==> config.mk <==
export PLATFORM = sky130hd
export DESIGN_NAME = dii_packet_buffer
export DESIGN_NICKNAME = d
export VERILOG_FILES = /design/src/rtl/dii_packet_buffer.sv
export SDC_FILE = /design/constraint.sdc
export NUM_CORES = 1
export LEC_CHECK = 0
export ABC_AREA = 1
export BUFFER_PORTS_ARGS = -buffer_cell sky130_fd_sc_hd__buf_2
export CAP_MARGIN = 5
export CORE_ASPECT_RATIO = 1.2
export CORE_MARGIN = 3
export CORE_UTILIZATION = 65
export DETAILED_ROUTE_END_ITERATION = 10
export GPL_TIMING_DRIVEN = 0
export PLACE_DENSITY = 0.89
export SETUP_SLACK_MARGIN = 0.2
export SYNTH_ARGS = -nofsm -noshare
export SYNTH_HDL_FRONTEND = slang
export SYNTH_SLANG_ARGS = --single-unit
==> constraint.sdc <==
create_clock -name clk -period 5.35 [get_ports clk]
set_input_delay 0.2675 -clock clk [delete_from_list [all_inputs] [get_ports clk]]
set_output_delay 0.2675 -clock clk [all_outputs]
set_load 0.02 [all_outputs]
==> src/rtl/dii_packet_buffer.sv <==
// dii_packet_buffer: store-and-forward flit buffer between the debug ring
// and a debug module. A packet is offered downstream only after its last
// flit has been stored, except when an oversize packet fills the buffer
// and must drain cut-through (flush) to avoid deadlock.
//
// Handshake: a flit moves on a rising edge when valid && ready are both
// high. Once out_valid rises it holds, with stable out_data/out_last, until
// accepted. in_ready and out_valid depend only on registered state.
module dii_packet_buffer #(
    parameter int WIDTH = 16,
    parameter int DEPTH = 16,
    localparam int CW = $clog2(DEPTH + 1)
) (
    input  logic             clk,
    input  logic             rst,
    input  logic [WIDTH-1:0] in_data,
    input  logic             in_last,
    input  logic             in_valid,
    output logic             in_ready,
    output logic [WIDTH-1:0] out_data,
    output logic             out_last,
    output logic             out_valid,
    input  logic             out_ready,
    output logic [CW-1:0]    level,
    output logic [CW-1:0]    packet_count
);

    localparam int PW = $clog2(DEPTH);

    logic [WIDTH:0]  mem [DEPTH];
    logic [PW-1:0]   wr_ptr;
    logic [PW-1:0]   rd_ptr;
    logic [CW-1:0]   level_q;
    logic [CW-1:0]   pkt_q;
    logic            flush;
    logic            wr_en;
    logic            rd_en;
    logic            pkt_inc;
    logic            pkt_dec;

    assign in_ready  = (level_q != CW'(DEPTH));
    assign out_valid = (level_q != '0) && ((pkt_q != '0) || flush);
    assign wr_en     = in_valid && in_ready;
    assign rd_en     = out_valid && out_ready;
    assign pkt_inc   = wr_en && in_last;
    assign pkt_dec   = rd_en && out_last;

    assign {out_last, out_data} = mem[rd_ptr];
    assign level        = level_q;
    assign packet_count = pkt_q;

    // Storage array: write {last, data} at the write pointer.
    always_ff @(posedge clk) begin
        if (wr_en) begin
            mem[wr_ptr] <= {in_last, in_data};
        end
    end

    // Pointers wrap naturally at DEPTH (power of two).
    always_ff @(posedge clk or posedge rst) begin
        if (rst) begin
            wr_ptr <= '0;
            rd_ptr <= '0;
        end else begin
            if (wr_en) wr_ptr <= wr_ptr + PW'(1);
            if (rd_en) rd_ptr <= rd_ptr + PW'(1);
        end
    end

    // Fill level: net change of writes minus reads.
    always_ff @(posedge clk or posedge rst) begin
        if (rst) begin
            level_q <= '0;
        end else begin
            case ({wr_en, rd_en})
                2'b10:   level_q <= level_q + CW'(1);
                2'b01:   level_q <= level_q - CW'(1);
                default: level_q <= level_q;
            endcase
        end
    end

    // Complete-packet count: last flits in minus last flits out.
    always_ff @(posedge clk or posedge rst) begin
        if (rst) begin
            pkt_q <= '0;
        end else begin
            case ({pkt_inc, pkt_dec})
                2'b10:   pkt_q <= pkt_q + CW'(1);
                2'b01:   pkt_q <= pkt_q - CW'(1);
                default: pkt_q <= pkt_q;
            endcase
        end
    end

    // Oversize escape: a full buffer with no complete packet drains
    // cut-through until the packet's last flit has been read.
    always_ff @(posedge clk or posedge rst) begin
        if (rst) begin
            flush <= 1'b0;
        end else if (pkt_dec) begin
            flush <= 1'b0;
        end else if ((level_q == CW'(DEPTH)) && (pkt_q == '0)) begin
            flush <= 1'b1;
        end
    end

endmodule

==> metrics.txt, run 1 <==
Syn Nets 985; main combinational cell family by area after synthesis simple AND/OR/NAND/NOR gates; adder-cell share of the synthesized area 0.0169; fin cells 1282; Sw Share 0.397; register area share after synthesis 0.721; per-cell routed wire length 24.7 µm; Post-Route Skew 19.1 ps; Final nets 1078; GPL Wtd Cong 0.926; Ant. Diodes 0; Flop pwr share 0.357; min-delay worst type in -> reg; highest clock rate 0.323 GHz; Fin. Hold Viols 0; CTS tree built; setup repair bufs after CTS 0; status finished clean; area delta synth->final 14.0%; RSZ-0062 raised after global routing no; # rows 53; vias in the first global route 8198; share of the synthesized area in the top cell type 0.681; CP Launch Type flop; Pwr Density 590 nW/µm²; Vias/cell 6.53; Clock Tree Buf Depth 3; hold path start in_valid; post-synthesis mux area share 0; share of cells above drive strength 1 0.155; Worst Tran Pin Value 1070 ps; top post-synthesis cells by area edfxtp_1, nor2_1, o21ai_0, o211ai_1, dfrtp_1; DR iter-0 viols 1596; Clock power frac 0.238; CP Cell Sequence buf_2, clkbuf_1, o21ai_0, o211ai_1, nand3_1, nand2_1, buf_2; die height 155 µm; PortBufs 49; CP Max Fanout 10; Syn Area/Cell 12.6 µm²; Critical Path RT 5080 ps; Worst-path clk slew 60 ps; Critical path origin rd_ptr[1]$_DFFE_PP0P_; die area 20100 µm²; Total GRT Usage 0.319; xor and xnor area share after synthesis 0.00877; CP max stage delay 470 ps; Initial Util 0.672; number of gates resized after CTS 0; Post-CTS Hold Buffers 1; number of library cell types mapped by synthesis 27; number of top-level pins 50; fin. max-slew vios 0; internal power 0.00486 W; first-pass GRT wire length 47.3 mm; drc violations 0; Gate power share 0.405; crit end category output pin; WL final 31.6 mm; Tcrit/Tclk final 0.579; max cap viols 0; total power draw 0.00806 W; Slew headroom 0.286; router iterations before antenna repair 6; largest net degree at the start of global routing 20; CTS sink cnt 291; depth of the worst hold-timing path 3; peak supply drop 0.000450 V; Min Clock Period, post-route 3100 ps; Post-DRT Antenna Nets 0; critical path arrival 2830 ps; Post-Route Setup TNS 0 ps; H-tree levels 1; reg2reg start rd_ptr[0]$_DFFE_PP0P_; CTS Buf Count 26; cell area after synthesis 12000 µm²; Switch Pwr 0.00320 W; via count 8372; fraction of the mapped netlist area in simple logic gates 0.110; Setup CP Type reg -> out; CP most frequent cell buf_2; post-detail-place hpwl 20.3 mm; Critical Path Slowest Stage Cell dfrtp_1; #FFs+latches synth 291; area fraction in compound gates after synthesis 0.104; final setup fails 0; clk_lat worst skew 550 ps; leak pwr 4.83 nW; Synth Instances 949; Core ar. 17800 µm²; Die X 130 µm; Yosys warning total 0; clk root buf clkbuf_16; initial antenna violation count 0; leading area contributor after synthesis edfxtp_1; Placed Cells 1233; total grt overflow 0; R2R depth 18
## final timing paths
path                            slack, ps                     endpoint
worst max-delay path                 2250                  out_data[9]
worst max register to register       2270  packet_count[4]$_DFFE_PP0P_
worst min register to register        500  packet_count[4]$_DFFE_PP0P_
min in group asynchronous             410        wr_ptr[2]$_DFFE_PP0P_
worst min-delay path                   90        wr_ptr[0]$_DFFE_PP0P_
max in group asynchronous            4430         level[2]$_DFFE_PP0P_
## power by group through the flow
stage / sequential, W / combinational (W) / clock, W
floorplan: 0.00294 / 0.00198 / 0
global placement: 0.00291 / 0.00292 / 0
detailed placement: 0.00292 / 0.00312 / 0
CTS: 0.00288 / 0.00317 / 0.00191
global route: 0.00290 / 0.00349 / 0.00201
finish: 0.00288 / 0.00326 / 0.00192
## cell families (layout without fill, tap and decap cells)
kind of cell,Yosys count,count (layout)
adder cells (fa/ha/maj),15,15
AND/OR/NAND/NOR,325,325
buffers and inverters,90,203
flip-flops,291,291
AO/OA/AOI/OAI,216,216
XOR/XNOR,12,12
## sequential cells by signal, summed over array words and instances (netlist names)
| register | count |
|---|---|
| rd_ptr | 4 |
| packet_count | 5 |
| wr_ptr | 4 |
| flush | 1 |
| level | 5 |
| mem | 272 |
## layout make-up
cell class                 count  area [µm²]
buffer                        55         344
clock buffer                  34         743
clock inverter                14         143
fill                         999        4170
inverter                      35         136
multi-input combinational    568        2910
sequential                   291        8640
tap                          220         275
timing repair buffer          65         478
## critical path, delay by kind of cell, from the launching register on
| family | cells | cell delay (ps) |
|---|---|---|
| buffers and inverters | 3 | 870 |
| AND/OR/NAND/NOR | 2 | 350 |
| AO/OA/AOI/OAI | 2 | 590 |
| flip-flops | 1 | 470 |
## synth_stat cells, drive strengths merged
cell    count
edfxtp    272
nor2      202
o21ai     139
nand2      68
o211ai     65
nand3      52
buf        35
inv        33
clkbuf     20
dfrtp      19
ha         13
a21oi      12
xor2        9
nand4       3
xnor2       3
clkinv      2
fa          2
## layer usage
layer	wire length, µm	GRT usage	vias up
met2	15500	0.517	710
met5	0	0	-
met1	10300	0.403	3906
met4	1890	0.178	0
met3	3920	0.0667	150
li1	-	-	3606
## layout by cell type, fill, tap and decap left out, types with 3 or more instances in the layout
master / count
buf_8: 12
buf_6: 8
ha_1: 13
dfrtp_1: 19
xnor2_1: 3
edfxtp_1: 272
o211ai_1: 65
buf_4: 8
buf_2: 66
bufinv_16: 3
clkinv_2: 6
clkbuf_16: 28
a21oi_1: 12
inv_1: 31
nand4_1: 3
nand3_1: 52
o21ai_0: 116
clkbuf_1: 23
xor2_1: 9
nor2_2: 25
nor2_1: 177
o21ai_1: 23
nand2_1: 68
clkinv_1: 6
## stage by stage
stage	setup WS, ps	cell area [µm²]	hold slack (ps)	util
finish	2250	13700	85.4	0.766
global route	2010	13700	108	0.766
CTS	2300	13700	82.7	0.766
detailed placement	2390	12800	463	0.716
global placement	2160	12500	449	0.701
floorplan	2850	12000	219	-
Note: power is estimated with default switching activity, not from simulation.
==> run 2, diff against run 1 <==
--- a/config.mk
+++ b/config.mk
@@ -5,15 +5,15 @@
 export SDC_FILE = /design/constraint.sdc
 export NUM_CORES = 1
 export LEC_CHECK = 0
-export ABC_AREA = 1
+export ABC_AREA = 0
 export BUFFER_PORTS_ARGS = -buffer_cell sky130_fd_sc_hd__buf_2
 export CAP_MARGIN = 5
 export CORE_ASPECT_RATIO = 1.2
 export CORE_MARGIN = 3
-export CORE_UTILIZATION = 65
+export CORE_UTILIZATION = 55
 export DETAILED_ROUTE_END_ITERATION = 10
 export GPL_TIMING_DRIVEN = 0
-export PLACE_DENSITY = 0.89
+export PLACE_DENSITY = 0.81
 export SETUP_SLACK_MARGIN = 0.2
 export SYNTH_ARGS = -nofsm -noshare
 export SYNTH_HDL_FRONTEND = slang
==> constraint.sdc (replaced) <==
create_clock -name clk -period 2.8 [get_ports clk]
set_input_delay 0.14 -clock clk [delete_from_list [all_inputs] [get_ports clk]]
set_output_delay 0.14 -clock clk [all_outputs]
set_load 0.02 [all_outputs]
==> run 2 against run 1 <==
- the flow now finishes with violations (negative setup slack)
- final area increased by 4.9%
- non-clock buffer count increased by 22
- clock power increased by 79%
- via count decreased by 28%
- total power increased by 98%
- critical endpoint is now level[4]$_DFFE_PP0P_
==> metrics.txt, run 2 <==
first-pass GRT wire length 42.3 mm (was 47.3 mm); per-cell routed wire length 30.7 µm (was 24.7 µm); Yosys warning total 0 (unchanged); Fin. Hold Viols 0 (unchanged); R2R depth 11 (was 18); register area share after synthesis 0.756 (was 0.721); CP Cell Sequence or4_4, o32a_4, and2_4, buf_6, ha_4, ha_4, nor2b_4, o21ai_4, a21oi_2, or3b_4, xnor2_2 (was buf_2, clkbuf_1, o21ai_0, o211ai_1, nand3_1, nand2_1, buf_2); fin. max-slew vios 0 (unchanged); CP max stage delay 550 ps (was 470 ps); Critical path origin packet_count[2]$_DFFE_PP0P_ (was rd_ptr[1]$_DFFE_PP0P_); share of cells above drive strength 1 0.421 (was 0.155); CTS sink cnt 291 (unchanged); number of top-level pins 50 (unchanged); leading area contributor after synthesis edfxtp_1 (unchanged); Largest register FFs 272 (unchanged); number of library cell types mapped by synthesis 37 (was 27); WL final 29.1 mm (was 31.6 mm); highest clock rate 0.330 GHz; #FFs+latches synth 291 (unchanged); CP Launch Type flop (unchanged); CP endpoint level[4]$_DFFE_PP0P_ (was out_data[9]); status complete, but fails checks (was finished clean); Async S/R FF share, synth 0.0653 (unchanged); max cap viols 0 (unchanged); RSZ-0062 raised after global routing yes (was no); via count 6050 (was 8372); initial antenna violation count 0 (unchanged); Final nets 699 (was 1078); fillcell total 1122 (was 999); number of synthesized flops with an enable pin 272 (unchanged); violations in the final reports negative setup slack; H-tree levels 1 (unchanged); clk_lat worst skew 530 ps (was 550 ps); Post-Route Skew 26.1 ps (was 19.1 ps); Total GRT Usage 0.269 (was 0.319); Slew headroom 0.447 (was 0.286); Syn Area/Cell 22.0 µm² (was 12.6 µm²); Min Clock Period, post-route 3030 ps; Critical R2R Capture level[4]$_DFFE_PP0P_ (was packet_count[4]$_DFFE_PP0P_); final setup fails 3 (was 0); leak pwr 4.86 nW (was 4.83 nW); drc violations 0 (unchanged); commonest non-fill, non-tap cell in the layout edfxtp_1 (unchanged); CTS Buf Count 27 (was 26); die height 164 µm (was 155 µm); vias in the first global route 6408 (was 8198); CP Max Fanout 4 (was 10); total grt overflow 0 (unchanged); CP most frequent cell ha_4 (was buf_2); Worst R2R Setup Slack -230 ps (was 2270 ps); Syn Nets 555 (was 985); Hold WS 48.3 ps (was 85.4 ps); top post-synthesis cells by area edfxtp_1, mux4_2, dfrtp_1, ha_1, mux2i_1 (was edfxtp_1, nor2_1, o21ai_0, o211ai_1, dfrtp_1); Post-Route Setup TNS -671 ps (was 0 ps); hold path start out_ready (was in_valid); Critical Path RT 3210 ps (was 5080 ps); clk root buf clkbuf_16 (unchanged); Setup WS post-layout -233 ps (was 2250 ps); Worst Tran Pin Value 829 ps (was 1070 ps); Vias/cell 6.39 (was 6.53); Pwr Density 1110 nW/µm² (was 590 nW/µm²); Die X 138 µm (was 130 µm); PortBufs 49 (unchanged); total power draw 0.0159 W (was 0.00806 W); area delta synth->final 25.5% (was 14.0%); Ant. Diodes 0 (unchanged); critical path arrival 3440 ps (was 2830 ps); Top reg by flops mem (unchanged); Worst-path clk slew 70 ps (was 60 ps); Clock Tree Buf Depth 3 (unchanged); Synth Instances 519 (was 949); largest net degree at the start of global routing 20 (unchanged); Setup CP Type reg -> reg (was reg -> out); fin util 0.706 (was 0.766); router iterations before antenna repair 4 (was 6); peak supply drop 0.000751 V (was 0.000450 V); count leader, synth edfxtp_1 (unchanged); ys flop type edfxtp_1 (unchanged); DR iter-0 viols 676 (was 1596); Core ar. 20300 µm² (was 17800 µm²); share of the synthesized area in the top cell type 0.715 (was 0.681); Tcrit/Tclk final 1.08; # rows 57 (was 53); Critical Path Slowest Stage Cell or4_4 (was dfrtp_1); top cells by count, synth edfxtp_1, mux4_2, dfrtp_1, nand2_1, nor2_1 (was edfxtp_1, nor2_1, o21ai_0, nand2_1, o211ai_1); Initial Util 0.562 (was 0.672); cell area after synthesis 11400 µm² (was 12000 µm²); die area 22600 µm² (was 20100 µm²); min-delay worst type in -> reg (unchanged); CTS tree built (unchanged); crit end category flop (was output pin); Post-DRT Antenna Nets 0 (unchanged); post-detail-place hpwl 15.4 mm (was 20.3 mm); reg2reg start packet_count[2]$_DFFE_PP0P_ (was rd_ptr[0]$_DFFE_PP0P_); commonest non-fill, non-tap cells in the layout edfxtp_1, mux4_2, buf_2, clkbuf_16, buf_6 (was edfxtp_1, nor2_1, o21ai_0, nand2_1, buf_2); GPL Wtd Cong 0.779 (was 0.926)
-- run 2: cell types whose count changed after synthesis, sizes merged, moves of 9 or more --
cell    before  now
mux2i        0    9
buf         35   16
inv         33    8
o21ai      139    6
nand2       68   15
nand3       52    4
clkbuf      20   11
nor2       202   15
mux4         0   80
o211ai      65    0
-- run 2: through the flow --
stage | instances | setup WS (ps) | instance area [µm²]
3_3_place_gp | 833 | -409 | 12100
6_report | 947 | -233 | 14300
3_5_place_dp | 849 | -501 | 12500
2_1_floorplan | 519 | -303 | 11500
5_1_grt | 947 | -361 | 14300
4_1_cts | 938 | -235 | 14200
-- run 2: worst min-delay path by stage --
stage,to,slack [ps],cells after the start
floorplan,flush$_DFFE_PP0P_,90,1
global placement,packet_count[3]$_DFFE_PP0P_,280,2
detailed placement,packet_count[3]$_DFFE_PP0P_,310,2
CTS,flush$_DFFE_PP0P_,20,4
global route,flush$_DFFE_PP0P_,70,4
finish,flush$_DFFE_PP0P_,50,4
-- run 2: final cells by class --
| type | count | area, µm² | area share |
|---|---|---|---|
| plain buffers | 26 | 282 | 0.0196 |
| clock buffers | 31 | 691 | 0.0482 |
| clock inverters | 17 | 124 | 0.00864 |
| inverters | 8 | 32.5 | 0.00227 |
| multi-input cells | 193 | 2890 | 0.202 |
| flip-flops and latches | 291 | 8650 | 0.603 |
| well taps | 265 | 332 | 0.0231 |
| repair buffers | 116 | 1340 | 0.0934 |
-- run 2: report_power, final --
part / leakage, nW / total [W] / internal (W) / switching (W)
Clock: 0.390 / 0.00344 / 0.00187 / 0.00157
Combinational: 1.79 / 0.00691 / 0.00354 / 0.00337
Sequential: 2.68 / 0.00558 / 0.00532 / 0.000266
Total: 4.86 / 0.0159 / 0.0107 / 0.00521
-- run 2: cells by family (layout without fill, tap and decap cells) --
| family | Yosys count | count (layout) | synth area share |
|---|---|---|---|
| and+or+nand+nor | 52 | 52 | 0.0221 |
| adders and majority gates | 15 | 15 | 0.0177 |
| buffers and inverters | 35 | 198 | 0.0140 |
| AOI/OAI and AO/OA | 20 | 20 | 0.0107 |
| muxes | 91 | 91 | 0.168 |
| DFF | 291 | 291 | 0.756 |
| xor gates and xnor gates | 15 | 15 | 0.0115 |
-- run 2: what timing repair did --
| item | 4_1_cts | 5_1_grt |
|---|---|---|
| buffers inserted | 18 | 9 |
| pin swaps | 12 | 17 |
| resized for setup | 107 | 24 |
| endpoints found under the hold margin | 291 | 0 |
| setup endpoints to repair | 32 | 39 |
| hold buffers | 18 | 0 |
| gates cloned | 6 | 0 |
-- run 2: layer usage --
layer	GRT usage	routed length, µm
met1	0.345	10300
met2	0.448	15200
met3	0.0527	2350
met4	0.118	1220
met5	0	0
-- run 2: critical path, delay by kind of cell (launching register included) --
family / cells / cell delay [ps]
compound gates: 3 / 570
xor+xnor: 1 / 140
fa+ha+maj: 2 / 420
buf+inv: 1 / 120
flops: 1 / 410
simple gates: 4 / 1240
